==> config.mk <==
export PLATFORM = sky130hd
export DESIGN_NAME = encoder_83_arb_flat
export DESIGN_NICKNAME = d
export VERILOG_FILES = /design/src/rtl/encoder_83_arb_pkg.sv /design/src/rtl/encoder_83_arb_if.sv /design/src/rtl/encoder_83_arb_prio_enc_n.sv /design/src/rtl/encoder_83_arb.sv /design/src/flat_wrapper.sv
export SDC_FILE = /design/constraint.sdc
export NUM_CORES = 1
export LEC_CHECK = 0
export CORE_MARGIN = 3
export CORE_UTILIZATION = 52
export DETAILED_ROUTE_END_ITERATION = 16
export GPL_TIMING_DRIVEN = 0
export HOLD_SLACK_MARGIN = 0.1
export PLACE_DENSITY = 0.76
export SLEW_MARGIN = 10
export SYNTH_ARGS = -nofsm -noshare
export SYNTH_HDL_FRONTEND = slang
export SYNTH_SLANG_ARGS = --single-unit
==> constraint.sdc <==
create_clock -name clk -period 3.4 [get_ports clk]
set_clock_uncertainty 0.05 [all_clocks]
set_input_delay 0.34 -clock clk [delete_from_list [all_inputs] [get_ports clk]]
set_output_delay 0.34 -clock clk [all_outputs]
set_load 0.01 [all_outputs]
==> src/rtl/encoder_83_arb_pkg.sv <==
// Shared constants and helpers for the 8-to-3 request encoder.
package enc_pkg;
  localparam int N_DEF = 8;

  function automatic int clog2(input int n);
    int r;
    r = 0;
    for (int i = 0; i < 31; i++)
      if ((1 << i) < n) r = i + 1;
    return r;
  endfunction
endpackage

==> src/rtl/encoder_83_arb_if.sv <==
// Request/handshake bundle between request sources, the encoder and its consumer.
interface encoder_83_arb_if #(
  parameter int N = enc_pkg::N_DEF
) ();
  localparam int W = enc_pkg::clog2(N);

  logic         EI_n;
  logic [N-1:0] req_n;
  logic         ready;
  logic [W-1:0] code;
  logic         valid;
  logic         ovf;
  logic         EO_n;

  modport slave  (input EI_n, req_n, ready, output code, valid, ovf, EO_n);
  modport master (output EI_n, req_n, ready, input code, valid, ovf, EO_n);
endinterface

==> src/rtl/encoder_83_arb_prio_enc_n.sv <==
// Combinational N-input priority encoder; the highest set bit wins.
module prio_enc_n #(
  parameter int N = enc_pkg::N_DEF,
  localparam int W = enc_pkg::clog2(N)
) (
  input  logic [N-1:0] vec,
  output logic [W-1:0] idx,
  output logic         hit
);
  always_comb begin
    idx = '0;
    for (int i = 0; i < N; i++)
      if (vec[i]) idx = W'(i);
  end

  assign hit = |vec;
endmodule

==> src/rtl/encoder_83_arb.sv <==
// Registered priority encoder: captures falling edges on active-low request lines and
// presents the highest pending index on a valid/ready output, one code per acceptance.
module encoder_83_arb
  import enc_pkg::*;
#(
  parameter int N = N_DEF
) (
  input  logic              clk,
  input  logic              rst_n,
  encoder_83_arb_if.slave   bus
);
  localparam int W = clog2(N);

  logic [N-1:0] s1_q, s2_q;
  logic [N-1:0] pend_q, pend_d;
  logic [N-1:0] fall, pres, clr, cand;
  logic [W-1:0] code_q, code_d, sel_idx;
  logic         valid_q, valid_d;
  logic         ovf_q, ovf_d;
  logic         acc, load, hit;
  logic         en;

  assign en   = ~bus.EI_n;
  assign acc  = valid_q & bus.ready;
  // The presented bit is still pending; masking it avoids handing the same code out twice.
  assign pres = valid_q ? ({{(N-1){1'b0}}, 1'b1} << code_q) : '0;
  assign clr  = acc ? pres : '0;

  for (genvar i = 0; i < N; i++) begin : g_bit
    assign fall[i]   = en & s2_q[i] & ~s1_q[i];
    assign pend_d[i] = fall[i] | (pend_q[i] & ~clr[i]);
    assign cand[i]   = pend_q[i] & ~clr[i] & ~pres[i];
  end

  assign ovf_d = |(fall & pend_q & ~clr);

  prio_enc_n #(.N(N)) u_prio (
    .vec (cand),
    .idx (sel_idx),
    .hit (hit)
  );

  assign load = en & (~valid_q | acc) & hit;

  always_comb begin
    code_d  = code_q;
    valid_d = valid_q;
    if (load) begin
      code_d  = sel_idx;
      valid_d = 1'b1;
    end else if (acc) begin
      valid_d = 1'b0;
    end
  end

  // Samplers reset high so a line held low through reset still yields one edge afterwards.
  always_ff @(posedge clk or negedge rst_n) begin
    if (!rst_n) begin
      s1_q    <= '1;
      s2_q    <= '1;
      pend_q  <= '0;
      code_q  <= '0;
      valid_q <= 1'b0;
      ovf_q   <= 1'b0;
    end else begin
      s1_q    <= bus.req_n;
      s2_q    <= s1_q;
      pend_q  <= pend_d;
      code_q  <= code_d;
      valid_q <= valid_d;
      ovf_q   <= ovf_d;
    end
  end

  assign bus.code  = code_q;
  assign bus.valid = valid_q;
  assign bus.ovf   = ovf_q;
  assign bus.EO_n  = bus.EI_n | (|pend_q) | valid_q;
endmodule

==> src/flat_wrapper.sv <==
// flat-port wrapper written by rule: the top's interface ports become plain ports
module encoder_83_arb_flat import enc_pkg::*;
#(
  parameter int N = N_DEF
)
  (clk, rst_n, bus_EI_n, bus_req_n, bus_ready, bus_code, bus_valid, bus_ovf, bus_EO_n);
  encoder_83_arb_if #(.N(N)) bus_i ();
  input  logic clk;
  input  logic rst_n;
  input wire logic [$bits(bus_i.EI_n)-1:0] bus_EI_n;
  input wire logic [$bits(bus_i.req_n)-1:0] bus_req_n;
  input wire logic [$bits(bus_i.ready)-1:0] bus_ready;
  output wire logic [$bits(bus_i.code)-1:0] bus_code;
  output wire logic [$bits(bus_i.valid)-1:0] bus_valid;
  output wire logic [$bits(bus_i.ovf)-1:0] bus_ovf;
  output wire logic [$bits(bus_i.EO_n)-1:0] bus_EO_n;
  assign bus_i.EI_n = bus_EI_n;
  assign bus_i.req_n = bus_req_n;
  assign bus_i.ready = bus_ready;
  assign bus_code = bus_i.code;
  assign bus_valid = bus_i.valid;
  assign bus_ovf = bus_i.ovf;
  assign bus_EO_n = bus_i.EO_n;
  encoder_83_arb #(.N(N)) u_core (.clk(clk), .rst_n(rst_n), .bus(bus_i));
endmodule
==> impl_metrics.csv, run 1 <==
group,metric,value,unit
worst_setup_path,slowest_stage,"clkdlybuf4s50_1",
global_routing,met2_usage,29.0,%
sta,slew_violations,0,
global_routing,grt_max_degree,30,
sta,timing.final.ws_setup,1.04,ns
worst_setup_path,cp.depth,4,
global_routing,grt_pass1_vias,977,
detailed_routing,initialDrtViolationCount,34,
sta,tns,0,ns
cts,cts_tree,"yes",
sta,clock.fmax,0.424,GHz
floorplan,die_h,56.6,µm
sta,max_slew_margin,59.4,%
layout,drive_above_1_share,22.8,%
worst_setup_path,cp_cell_sequence,"clkbuf_1, nor4_1, nand4_1, clkdlybuf4s50_1",
sta,layout_min_cycle_time,2.36,ns
floorplan,rows,17,
worst_setup_path,slowest_delay,0.50,ns
cts,cts-root-buf,"clkbuf_4",
worst_setup_path,path_delay_family,"buffers and inverters",
worst_setup_path,worst-setup-path-type,"reg -> out",
detailed_routing,wire_per_inst,15.3,µm
layout,final_util,69.1,%
synth,synth-seq-cells,29,
power_and_ir_drop,leakage,0.623,nW
detailed_routing,drcViolationCount,0,
synth,async_flop_share,100,%
cts,clkTransAtPathRegs,0.09,ns
floorplan,die_width,56.6,µm
sta,hold_violations,0,
global_routing,grt_first_pass_wirelength,4430,µm
sta,worst_slew_pin_slew,0.608,ns
place,hpwl,1870,µm
job,cap_violations,0,
synth,ys_warn_count,0,
worst_setup_path,cp_num_buf_inv,2,
power_and_ir_drop,peakVddDrop,0.464,mV
detailed_routing,via_count,1037,
worst_setup_path,cp-start-kind,"flop",
floorplan,core,2320,µm²
worst_setup_path,r2r_cells,6,
synth,synth_enable_flop_cells,0,
worst_setup_path,cp_max_fo,10,
sta,min_period_over_period,69.4,%
worst_setup_path,endpoint_kind,"output pin",
synth,seq_area_frac_synth,55.9,%
global_routing,met3_usage,7.36,%
cts,holdBufCountCts,0,
floorplan,io_pins,18,
cts,cts_buffer_depth,2,
power_and_ir_drop,powerDensity,702,nW/µm²
run_status,status,"completed",
global_routing,grt-ovfl-total,0,
power_and_ir_drop,power.total,1.12,mW
place,io_buffer_count,17,
cts,cts_resized,0,
synth,synthFlopType,"dfstp_2",
hold_path,min_path_cells,0,
layout,num_antenna_cells,0,
cts,numCtsBuffers,5,
synth,netlist_instances,119,
place,placed_cell_area,1540,µm²
synth,synth_area,1330,µm²
detailed_routing,viasPerCell,5.99,
global_routing,use_met1,22.2,%
layout,nNetsFinal,156,
global_routing,antenna_found_initial,0,
sta,rsz0062_at_grt,"false",
synth,postSynthAreaPerCell,11.2,µm²
cts,insertion_delay,0.32,ns
layout,layout_common_cells,"16 x clkdlybuf4s50_1, 16 x dfstp_2, 15 x o21ai_0, 13 x dfrtp_1, 10 x nand2b_1",
global_routing,busiest_layer,"met2",
sta,setup_violations,0,
detailed_routing,dr.pass1.iters,4,
synth,syn-num-nets,131,
global_routing,grt_usage,18.7,%
cts,post_cts_buffers,0,
floorplan,start_util,57.5,%
cts,cts_sinks,29,
hold_path,hp-class,"reg -> reg",
cts,h-tree-depth,2,
layout,synthToLayoutAreaGrowth,20.2,%
place,finalWeightedCongestion,0.895,
place,place_ws,1.25,ns
worst_setup_path,cp.arrival,1.97,ns
detailed_routing,routed_wl,2640,µm
layout,fillers,187,
synth,synth.distinct_cells,33,
floorplan,dieArea,3210,µm²
detailed_routing,antenna_left,0,
worst_setup_path,crit_required,3.01,ns
layout,fin_area,1600,µm²
state kept, by name, summed over array words and instances, names as in the netlist:
register,flops
u_core.bus.ovf,1
u_core.s1_q,8
u_core.pend_q,8
u_core.bus.code,3
u_core.s2_q,8
u_core.bus.valid,1
through the flow:
stage,instances,hold slack (ns)
floorplan,119,-0.00559
global placement,164,0.303
detailed placement,164,0.304
CTS,172,0.316
global route,173,0.320
finish,173,0.314
synthesized netlist by cell type (2+ instances only):
| library cell | count | area share, % |
|---|---|---|
| dfstp_2 | 16 | 32 |
| o21ai_0 | 15 | 5.6 |
| dfrtp_1 | 13 | 24 |
| nand2b_1 | 10 | 4.7 |
| a21oi_1 | 7 | 2.6 |
| nor2_1 | 6 | 1.7 |
| o22ai_1 | 6 | 2.8 |
| inv_1 | 5 | 1.4 |
| nand2_1 | 4 | 1.1 |
| clkbuf_1 | 3 | 0.84 |
| mux2i_1 | 3 | 2.3 |
| nand3b_1 | 3 | 1.7 |
| nor4_1 | 3 | 1.4 |
| o21ai_1 | 3 | 1.1 |
| a31oi_1 | 2 | 0.94 |
| nand3_1 | 2 | 0.75 |
| or3b_1 | 2 | 1.3 |
routing by layer:
| metal | part of all wire, % | vias to the layer above |
|---|---|---|
| met3 | 7.5 | 9 |
| met2 | 49 | 43 |
| met1 | 41 | 497 |
| met4 | 2.4 | 0 |
| met5 | 0 | - |
| li1 | - | 488 |
worst paths after layout:
kind                                      end                from  slack [ns]
max in group asynchronous    u_core.pend_q[2]               rst_n        2.40
setup / recovery                     bus_EO_n    u_core.bus.valid        1.04
hold reg to reg                u_core.s2_q[0]      u_core.s1_q[0]        0.31
hold / removal                 u_core.s2_q[0]      u_core.s1_q[0]        0.31
min in group asynchronous    u_core.pend_q[0]               rst_n        0.49
setup reg to reg           u_core.bus.code[0]  u_core.bus.code[2]        1.44
logic make-up after synthesis:
group | share of synthesized area (%)
muxes | 4.22
buffers and inverters | 3.47
and+or+nand+nor | 15.6
DFF | 55.9
AOI/OAI and AO/OA | 20.8
cell type report:
type | count | area, µm² | area share (%)
tap | 28 | 35.0 | 2.19
clock buffer | 8 | 58.8 | 3.67
sequential | 29 | 746 | 46.5
buffer | 5 | 27.5 | 1.72
inverter | 5 | 18.8 | 1.17
multi-input combinational | 80 | 542 | 33.8
timing repair buffer | 18 | 175 | 10.9
power by group:
part	total, mW	internal (mW)	switching [mW]
Sequential	0.504	0.419	0.0853
Combinational	0.408	0.201	0.207
Clock	0.213	0.102	0.111
Total	1.12	0.721	0.404
Note: power is estimated with default switching activity, not from simulation.
==> run 2, diff against run 1 <==
==> constraint.sdc (replaced) <==
create_clock -name clk -period 2.3 [get_ports clk]
set_clock_uncertainty 0.05 [all_clocks]
set_input_delay 0.23 -clock clk [delete_from_list [all_inputs] [get_ports clk]]
set_output_delay 0.23 -clock clk [all_outputs]
set_load 0.01 [all_outputs]
==> results of run 2 <==
Same layout as run 1 (identical final DEF). Status: completed.
Main changes from that run: setup slack after placement 1.25 ns -> 0.262 ns; setup slack after layout 1.04 ns -> 0.0505 ns; hold slack 0.314 ns -> 0.252 ns; register-to-register setup slack 1.44 ns -> 0.34 ns; end point of the worst hold path u_core.s2_q[0] -> u_core.s1_q[1]; total power 1.12 mW -> 1.66 mW; worst IR drop on VDD 0.464 mV -> 0.686 mV
